[src/rtl/countdown_timer.sv]
// Countdown timer: preset MM:SS with three keys, count down MM:SS:CC in
// 10 ms steps, alarm at 00:00:00. Six active-low 7-seg digits show the count.

// Active-low 7-seg decoder, segment order {g,f,e,d,c,b,a}; non-BCD input blanks
module sevenseg (
  input  logic [3:0] i_digit,
  output logic [6:0] o_seg
);

  // Pure lookup from one BCD digit to its segment pattern
  always_comb begin
    o_seg = 7'b111_1111;
    case (i_digit)
      4'd0: o_seg = 7'b100_0000;
      4'd1: o_seg = 7'b111_1001;
      4'd2: o_seg = 7'b010_0100;
      4'd3: o_seg = 7'b011_0000;
      4'd4: o_seg = 7'b001_1001;
      4'd5: o_seg = 7'b001_0010;
      4'd6: o_seg = 7'b000_0010;
      4'd7: o_seg = 7'b111_1000;
      4'd8: o_seg = 7'b000_0000;
      4'd9: o_seg = 7'b001_0000;
      default: o_seg = 7'b111_1111;
    endcase
  end

endmodule

// Press detector for one active-low key: a release only counts as a press
// when the key was held low for at least DEBOUNCE_CYCLES clocks
module KeyDebounce #(
  parameter int DEBOUNCE_CYCLES = 1000000
) (
  input  logic i_clk,
  input  logic i_reset_n,
  input  logic i_key,
  output logic o_event
);

  localparam int CW = $clog2(DEBOUNCE_CYCLES + 1);
  localparam logic [CW-1:0] LIMIT = CW'(DEBOUNCE_CYCLES);

  logic [CW-1:0] r_lowCnt;

  // Saturating low-time counter, cleared on the first cycle the key is high
  always_ff @(posedge i_clk or negedge i_reset_n) begin
    if (!i_reset_n) begin
      r_lowCnt <= '0;
    end else if (!i_key) begin
      if (r_lowCnt != LIMIT) r_lowCnt <= r_lowCnt + 1'b1;
    end else begin
      r_lowCnt <= '0;
    end
  end

  // The pulse is only one cycle wide because the counter clears on that same edge
  assign o_event = i_key && (r_lowCnt >= LIMIT);

endmodule

module countdown_timer #(
  parameter int TICK_CYCLES     = 500000,
  parameter int DEBOUNCE_CYCLES = 1000000
) (
  input  logic       i_clk,
  input  logic       i_reset_n,
  input  logic       i_key_set,
  input  logic       i_key_start_pause,
  input  logic       i_key_inc,
  output logic [6:0] o_hex0,
  output logic [6:0] o_hex1,
  output logic [6:0] o_hex2,
  output logic [6:0] o_hex3,
  output logic [6:0] o_hex4,
  output logic [6:0] o_hex5,
  output logic       o_led_run,
  output logic       o_led_sel_min,
  output logic       o_led_alarm
);

  localparam int TW = (TICK_CYCLES > 1) ? $clog2(TICK_CYCLES) : 1;
  localparam logic [TW-1:0] TICK_LAST = TW'(TICK_CYCLES - 1);

  typedef enum logic [1:0] {
    ST_SET,
    ST_RUN,
    ST_PAUSE,
    ST_ALARM
  } state_t;

  state_t        r_state;
  state_t        w_nextState;
  logic          r_selMin;
  logic [15:0]   r_preset;
  logic [23:0]   r_count;
  logic [TW-1:0] r_tickCnt;

  logic          w_rawSet, w_rawStart, w_rawInc;
  logic          w_setEv, w_startEv, w_incEv, w_anyEv;
  logic          w_presetNonZero;
  logic          w_tickWrap;
  logic [23:0]   w_decCount;
  logic          w_decZero;
  logic [23:0]   w_disp;

  // Adds one to a two-digit field (high 0-5, low 0-9), 59 wraps to 00
  function automatic logic [7:0] bcdInc60(input logic [7:0] v);
    logic [7:0] res;
    res = v;
    if (v[3:0] == 4'd9) begin
      res[3:0] = 4'd0;
      res[7:4] = (v[7:4] == 4'd5) ? 4'd0 : v[7:4] + 4'd1;
    end else begin
      res[3:0] = v[3:0] + 4'd1;
    end
    return res;
  endfunction

  KeyDebounce #(.DEBOUNCE_CYCLES(DEBOUNCE_CYCLES)) uDbSet (
    .i_clk(i_clk), .i_reset_n(i_reset_n), .i_key(i_key_set), .o_event(w_rawSet));
  KeyDebounce #(.DEBOUNCE_CYCLES(DEBOUNCE_CYCLES)) uDbStart (
    .i_clk(i_clk), .i_reset_n(i_reset_n), .i_key(i_key_start_pause), .o_event(w_rawStart));
  KeyDebounce #(.DEBOUNCE_CYCLES(DEBOUNCE_CYCLES)) uDbInc (
    .i_clk(i_clk), .i_reset_n(i_reset_n), .i_key(i_key_inc), .o_event(w_rawInc));

  // Coincident presses: set wins over start/pause, which wins over inc
  assign w_setEv   = w_rawSet;
  assign w_startEv = w_rawStart & ~w_rawSet;
  assign w_incEv   = w_rawInc & ~w_rawSet & ~w_rawStart;
  assign w_anyEv   = w_setEv | w_startEv | w_incEv;

  assign w_presetNonZero = (r_preset != 16'h0000);
  assign w_tickWrap      = (r_tickCnt == TICK_LAST);

  // One-centisecond BCD decrement with borrow chain CC -> seconds -> minutes
  always_comb begin
    w_decCount = r_count;
    if (r_count[3:0] != 4'd0) begin
      w_decCount[3:0] = r_count[3:0] - 4'd1;
    end else begin
      w_decCount[3:0] = 4'd9;
      if (r_count[7:4] != 4'd0) begin
        w_decCount[7:4] = r_count[7:4] - 4'd1;
      end else begin
        w_decCount[7:4] = 4'd9;
        if (r_count[11:8] != 4'd0) begin
          w_decCount[11:8] = r_count[11:8] - 4'd1;
        end else begin
          w_decCount[11:8] = 4'd9;
          if (r_count[15:12] != 4'd0) begin
            w_decCount[15:12] = r_count[15:12] - 4'd1;
          end else begin
            w_decCount[15:12] = 4'd5;
            if (r_count[19:16] != 4'd0) begin
              w_decCount[19:16] = r_count[19:16] - 4'd1;
            end else begin
              w_decCount[19:16] = 4'd9;
              w_decCount[23:20] = (r_count[23:20] != 4'd0) ? r_count[23:20] - 4'd1 : 4'd5;
            end
          end
        end
      end
    end
    w_decZero = (w_decCount == 24'h000000);
  end

  // State register
  always_ff @(posedge i_clk or negedge i_reset_n) begin
    if (!i_reset_n) r_state <= ST_SET;
    else            r_state <= w_nextState;
  end

  // Next-state decode and status LEDs
  always_comb begin
    w_nextState   = r_state;
    o_led_run     = 1'b0;
    o_led_sel_min = 1'b0;
    o_led_alarm   = 1'b0;
    case (r_state)
      ST_SET: begin
        o_led_sel_min = r_selMin;
        if (!w_setEv && w_startEv && w_presetNonZero) w_nextState = ST_RUN;
      end
      ST_RUN: begin
        o_led_run = 1'b1;
        if (w_startEv)                   w_nextState = ST_PAUSE;
        else if (w_tickWrap && w_decZero) w_nextState = ST_ALARM;
      end
      ST_PAUSE: begin
        if (w_setEv)        w_nextState = ST_SET;
        else if (w_startEv) w_nextState = ST_RUN;
      end
      ST_ALARM: begin
        o_led_alarm = 1'b1;
        if (w_anyEv) w_nextState = ST_SET;
      end
      default: w_nextState = ST_SET;
    endcase
  end

  // Field select and preset editing, only live while setting up
  always_ff @(posedge i_clk or negedge i_reset_n) begin
    if (!i_reset_n) begin
      r_selMin <= 1'b0;
      r_preset <= 16'h0000;
    end else if (r_state == ST_SET) begin
      if (w_setEv) begin
        r_selMin <= ~r_selMin;
      end else if (w_incEv) begin
        if (r_selMin) r_preset[15:8] <= bcdInc60(r_preset[15:8]);
        else          r_preset[7:0]  <= bcdInc60(r_preset[7:0]);
      end
    end
  end

  // Count and tick divider; a start/pause event freezes the tick on its own edge
  always_ff @(posedge i_clk or negedge i_reset_n) begin
    if (!i_reset_n) begin
      r_count   <= 24'h000000;
      r_tickCnt <= '0;
    end else begin
      case (r_state)
        ST_SET: begin
          r_tickCnt <= '0;
          if (!w_setEv && w_startEv && w_presetNonZero) r_count <= {r_preset, 8'h00};
        end
        ST_RUN: begin
          if (!w_startEv) begin
            if (w_tickWrap) begin
              r_tickCnt <= '0;
              r_count   <= w_decCount;
            end else begin
              r_tickCnt <= r_tickCnt + 1'b1;
            end
          end
        end
        ST_PAUSE: begin
          if (w_setEv) begin
            r_tickCnt <= '0;
            r_count   <= {r_preset, 8'h00};
          end
        end
        ST_ALARM: begin
          r_tickCnt <= '0;
          if (w_anyEv) r_count <= {r_preset, 8'h00};
        end
        default: r_tickCnt <= '0;
      endcase
    end
  end

  // While setting up the digits show the preset directly so edits appear at once
  assign w_disp = (r_state == ST_SET) ? {r_preset, 8'h00} : r_count;

  sevenseg uSeg5 (.i_digit(w_disp[23:20]), .o_seg(o_hex5));
  sevenseg uSeg4 (.i_digit(w_disp[19:16]), .o_seg(o_hex4));
  sevenseg uSeg3 (.i_digit(w_disp[15:12]), .o_seg(o_hex3));
  sevenseg uSeg2 (.i_digit(w_disp[11:8]),  .o_seg(o_hex2));
  sevenseg uSeg1 (.i_digit(w_disp[7:4]),   .o_seg(o_hex1));
  sevenseg uSeg0 (.i_digit(w_disp[3:0]),   .o_seg(o_hex0));

endmodule

[config.mk]
export PLATFORM = sky130hd
export DESIGN_NAME = countdown_timer
export DESIGN_NICKNAME = d
export VERILOG_FILES = /design/src/rtl/countdown_timer.sv
export SDC_FILE = /design/constraint.sdc
export NUM_CORES = 1
export LEC_CHECK = 0
export BUFFER_PORTS_ARGS = -buffer_cell sky130_fd_sc_hd__buf_2
export CORE_ASPECT_RATIO = 1.1
export CORE_MARGIN = 1.5
export CORE_UTILIZATION = 52
export DETAILED_ROUTE_END_ITERATION = 6
export GPL_TIMING_DRIVEN = 1
export PLACE_DENSITY = 0.7
export SLEW_MARGIN = 20
export SYNTH_ARGS = -nofsm -noshare
export SYNTH_HDL_FRONTEND = slang
export SYNTH_SLANG_ARGS = --single-unit
export TNS_END_PERCENT = 1
[constraint.sdc]
create_clock -name i_clk -period 8.6 [get_ports i_clk]
set_input_delay 2.58 -clock i_clk [delete_from_list [all_inputs] [get_ports i_clk]]
set_output_delay 2.58 -clock i_clk [all_outputs]
set_load 0.02 [all_outputs]
==> results.toml, run 1 <==
[status]
status = "completed"

[placement]
io_buffer_count = 49
dp_cells = 1159
post-dp-hpwl_um = 11800
routabilityCongestion = 0.770

[hold_path]
hold_depth = 1
hp-class = "flop to flop"

[die]
dieArea_mm2 = 0.0161
start_util = 0.531
placeableCoreArea_mm2 = 0.0151
rows = 47
die_x_um = 121
fp.dieH_um = 133
pin_count = 50

[power_and_ir_drop]
power_density_mw_per_mm2 = 218
vdd_drop_max_uv = 142
p_leak_nw = 3.95

[cells_and_area]
fillCellCount = 1355
regArea_mm2 = 0.00305
final_layout_size_suffix_gt1_frac = 0.114
final_cells = 1191
final_cell_mix = "122 x dfrtp_1, 116 x nor2_1, 88 x o21ai_0"
n_antenna_cell = 0
syn_to_final_growth_pct = 13.2
nets = 1027
multi_input_area_mm2 = 0.00463
final_common_cell = "dfrtp_1"

[detailed_routing]
viasPerCell = 5.85
drc = 0
num_vias = 6968
dr.pass1.iters = 5
ant_nets = 0
detail_route.iter0.violations = 439
routed_wl_um = 17400
wl_per_cell_um = 14.6

[cts]
clock_latency_ps = 430
cts_tree = "built"
cts_root_buf = "clkbuf_16"
cts.sinks = 122
htreeDepth = 4
cts_resized = 0
cts_inserted_buffers = 17
ctsHoldBuffers = 0
clockBufferDepth = 2
path_clk_slew_ps = 50
postCtsSetupRepairBufs = 0

[global_routing]
overflow = 0
grt_pass1_vias = 6312
track_usage = 0.223
grt_max_degree = 76
grt_first_pass_wirelength_um = 29200
grt_antenna_before_repair = 0

[synthesis]
synth_cells = 945
synthesis.area_mm2 = 0.00799
syn-mean-instance-area_um2 = 8.45
yosysTopAreaCellShare = 0.382
ys_ff_latch = 122
syn_nets = 990
yosysTopAreaCell = "dfrtp_1"
ys_seq_area_frac = 0.382
async_reset_ff_frac = 1.00
synth_edf_count = 0
yosysWarnings = 0
ys.flop_type = "dfrtp_1"
netlist_top_cells_area = "dfrtp_1 38%, ha_1 6.3%, o21ai_0 5.5%"
ys_types = 65

[run]
cap_violations = 0

[timing]
clock.fmax_ghz = 0.174
period_share = 0.668
period_minus_slack_ps = 5740
setup_viol = 0
hold_violations = 0
skew_ps = 7.53
finalSetupTns_ps = 0
rsz0062_at_grt = "no"
relSlewSlack = 0.271
tightest_slew_ps = 1090
slew_violations = 0

[worst_setup_path]
required_ps = 6020
worstPathArrival_ps = 3160
path_class = "flop to output pin"
cp_max_fo = 32
start_kind = "flop"
endpoint_kind = "output pin"
reg2reg_depth = 8
[final timing paths]
path                                      end          start  slack, ps
worst max-delay path                o_hex5[3]     r_state[1]       2860
worst min-delay path            r_tickCnt[17]  r_tickCnt[17]        490
worst max register to register   r_tickCnt[7]   r_tickCnt[0]       5500
worst min register to register  r_tickCnt[17]  r_tickCnt[17]        490
max in group asynchronous          r_state[1]      i_reset_n       5010
min in group asynchronous         r_preset[7]      i_reset_n       2190
[per-layer routing]
| metal | GRT usage | up-vias | wire length [um] |
|---|---|---|---|
| met2 | 0.374 | 134 | 8700 |
| met3 | 0.0448 | 22 | 628 |
| met1 | 0.282 | 3352 | 7790 |
| met4 | 0.0830 | 0 | 299 |
| met5 | 0 | - | 0 |
| li1 | - | 3460 | - |
[flip-flops by register name (all words and copies together) (netlist names)]
| register | flops |
|---|---|
| r_count | 24 |
| uDbInc.r_lowCnt | 20 |
| uDbSet.r_lowCnt | 20 |
| uDbStart.r_lowCnt | 20 |
| r_tickCnt | 19 |
| r_preset | 16 |
| r_state | 2 |
| r_selMin | 1 |
[worst max-delay path: stages (launching register included)]
cell	delay, ps
dfrtp_1	470
nor2_4	790
mux2i_1	670
nor2_1	150
o21ai_0	330
o21a_1	170
buf_2	150
[cell type report]
class	instances	share of cell area
Tap cell	196	0.0271
Inverter	45	0.0187
Sequential cell	122	0.338
Multi-Input combinational cell	743	0.513
Clock buffer	18	0.0486
Clock inverter	14	0.0244
Timing Repair Buffer	53	0.0307
[per-stage QoR]
stage               cell area [um^2]  total power (W)  setup WS [ps]  hold slack [ps]  utilization
floorplan                       7990          0.00103           3680              444            -
global placement                8380          0.00118           3330              472        0.557
detailed placement              8380          0.00119           3280              478        0.557
CTS                             9040          0.00199           2850              490        0.600
global route                    9040          0.00207           2600              502        0.600
finish                          9040          0.00197           2860              488        0.600
[power by group]
part	internal [W]	leakage (nW)	switching, W
registers	0.000602	1.66	0.0000392
logic	0.000193	1.97	0.000343
clock network	0.000523	0.320	0.000270
total	0.00132	3.95	0.000652
[synthesized netlist by cell type (all sizes together) (3+ instances only)]
library cell / n
nor4b: 3
or3: 20
nand2: 76
o31ai: 11
nor3: 17
or4: 5
o211ai: 5
nor2: 118
inv: 44
clkbuf: 28
a22o: 4
a21oi: 64
xnor2: 27
nand2b: 7
nand3: 38
and3: 14
nand4: 29
mux2: 6
a31oi: 10
a211oi: 4
dfrtp: 122
nand4b: 3
buf: 7
o21ai: 91
o22ai: 6
nor4: 18
or2: 5
nor2b: 8
a22oi: 8
and2: 3
o22a: 3
xor2: 29
and4: 5
mux2i: 22
ha: 40
o21a: 16
a21o: 6
[logic make-up (layout without fill, tap and decap cells)]
| logic type | count (synthesis) | after routing | share of synthesized area |
|---|---|---|---|
| AOI/OAI and AO/OA | 240 | 240 | 0.181 |
| adders and majority gates | 40 | 40 | 0.0627 |
| DFF | 122 | 122 | 0.382 |
| muxes | 28 | 28 | 0.0360 |
| buffers and inverters | 80 | 130 | 0.0385 |
| and+or+nand+nor | 379 | 379 | 0.238 |
| xor gates and xnor gates | 56 | 56 | 0.0614 |
Note: power is estimated with default switching activity, not from simulation.
==> run 2: changes to the inputs <==
--- a/config.mk
+++ b/config.mk
@@ -11,7 +11,7 @@
 export CORE_UTILIZATION = 52
 export DETAILED_ROUTE_END_ITERATION = 6
 export GPL_TIMING_DRIVEN = 1
-export PLACE_DENSITY = 0.7
+export PLACE_DENSITY = 0.73
 export SLEW_MARGIN = 20
 export SYNTH_ARGS = -nofsm -noshare
 export SYNTH_HDL_FRONTEND = slang
==> constraint.sdc (replaced) <==
create_clock -name i_clk -period 4.8 [get_ports i_clk]
set_input_delay 1.44 -clock i_clk [delete_from_list [all_inputs] [get_ports i_clk]]
set_output_delay 1.44 -clock i_clk [all_outputs]
set_load 0.02 [all_outputs]
==> run 2 against run 1 <==
Cell count up 0.50%; highest routed layer unchanged; flip-flop and latch count unchanged; global-route usage up 0.41 points; combinational power up 80%; sequential power up 79%; clock power up 75%; critical endpoint is now o_hex4[3].
==> results.toml, run 2 (synthesis results as in run 1) <==
[cts]
cts_tree = "built"
path_clk_slew_ps = 60
clock_latency_ps = 420
cts_resized = 0
cts_inserted_buffers = 17
cts_root_buf = "clkbuf_16"
ctsHoldBuffers = 0
postCtsSetupRepairBufs = 0
cts.sinks = 122
htreeDepth = 4
clockBufferDepth = 2

[worst_setup_path]
reg2reg_to = "r_state[1]"
cp_max_fo = 15
worstPathArrival_ps = 3030
endpoint_kind = "output pin"
required_ps = 3360
regToRegSetupSlack_ps = 1800
r2r-start = "r_count[5]"
cp_slowest_cell = "a21boi_0"
start_kind = "flop"
slowest_delay_ps = 690
path_class = "flop to output pin"
reg2reg_depth = 7
crit_chain = "or2_2 -> nand2_1 -> a21boi_0 -> inv_1 -> nor2_1 -> o21ai_0 -> o21a_1 -> buf_2"

[cells_and_area]
final_cells = 1197
final_cell_mix = "122 x dfrtp_1, 116 x nor2_1, 88 x o21ai_0"
syn_to_final_growth_pct = 13.7
n_antenna_cell = 0
top_register = "r_count"
final_common_cell = "dfrtp_1"
nets = 1033
utilization = 0.603
fillCellCount = 1312
final_layout_size_suffix_gt1_frac = 0.118
largest_reg_flops = 24

[hold_path]
hold_path.startpoint = "r_tickCnt[18]"
whs_endpoint = "r_tickCnt[18]"
hp-class = "flop to flop"
hold_depth = 1

[placement]
post-dp-hpwl_um = 12100
dp_cells = 1165
io_buffer_count = 49
routabilityCongestion = 0.846
place_ws_ps = 778

[detailed_routing]
dr.pass1.iters = 6
routed_wl_um = 17500
drc = 0
wl_per_cell_um = 14.6
detail_route.iter0.violations = 528
ant_nets = 0
num_vias = 6924
viasPerCell = 5.78

[global_routing]
met2_usage = 0.376
grt_max_degree = 69
use_met1 = 0.289
grt_antenna_before_repair = 0
overflow = 0
use_met3 = 0.0440
busiest_layer = "met2"
grt_first_pass_wirelength_um = 30000
grt_pass1_vias = 6529
track_usage = 0.227

[timing]
skew_ps = 9.68
rsz0062_at_grt = "no"
finalSetupTns_ps = 0
setup_viol = 0
clock.fmax_ghz = 0.224
tightest_slew_ps = 957
relSlewSlack = 0.356
slew_violations = 0
setup_slack_ps = 335
period_minus_slack_ps = 4470
period_share = 0.930
hold_violations = 0

[die]
rows = 47
dieArea_mm2 = 0.0161
start_util = 0.531
placeableCoreArea_mm2 = 0.0151
pin_count = 50
die_x_um = 121
fp.dieH_um = 133

[power_and_ir_drop]
power_density_mw_per_mm2 = 386
total_power_w = 0.00350
p_leak_nw = 3.97
vdd_drop_max_uv = 346

[status]
status = "completed"

[run]
cap_violations = 0
==> run 2: changes by cell type in the layout (fill, tap and decap cells not counted), sizes merged <==
| cell | delta |
|---|---|
| clkbuf | +1 |
| inv | -1 |
| buf | +6 |
| clkinv | -1 |
| clkinvlp | +1 |
==> run 2: final cells by class <==
cell class              count  area, um^2  share of cell area
clock inverters            13         199              0.0219
flip-flops and latches    122        3050               0.336
clock buffers              19         443              0.0488
multi-input cells         743        4630               0.510
repair buffers             59         335              0.0369
inverters                  45         169              0.0186
well taps                 196         245              0.0270
==> run 2: metal layers <==
metal | up-vias | routed length, um
met1 | 3302 | 8050
li1 | 3465 | -
met4 | 0 | 449
met5 | - | 0
met3 | 34 | 616
met2 | 123 | 8350
==> run 2: how the worst max path moves through the flow <==
stage	from	to	slack [ps]	depth (start not counted)
finish	r_state[1]	o_hex4[3]	330	8
CTS	r_state[1]	o_hex4[3]	320	8
floorplan	r_state[1]	o_hex3[4]	1020	6
detailed placement	r_state[1]	o_hex4[3]	780	8
global route	r_state[1]	o_hex4[0]	60	8
global placement	r_state[1]	o_hex4[3]	810	8
==> run 2: metrics by stage <==
| stage | instance area [um^2] | hold WS (ps) |
|---|---|---|
| after floorplan | 7990 | 444 |
| after global placement | 8440 | 464 |
| after detailed placement | 8440 | 479 |
| after CTS | 9080 | 493 |
| after global routing | 9080 | 519 |
| final | 9080 | 492 |
==> run 2: report_power, final <==
| part | internal (W) | switching (W) | total (W) |
|---|---|---|---|
| logic | 0.000350 | 0.000615 | 0.000965 |
| registers | 0.00108 | 0.0000682 | 0.00115 |
| clock network | 0.000930 | 0.000462 | 0.00139 |
==> run 2: worst max-delay path, delay by kind of cell (launching register included) <==
kind | cells | cell delay, ps
simple gates | 3 | 810
compound gates | 3 | 990
buf+inv | 2 | 340
flops | 1 | 470
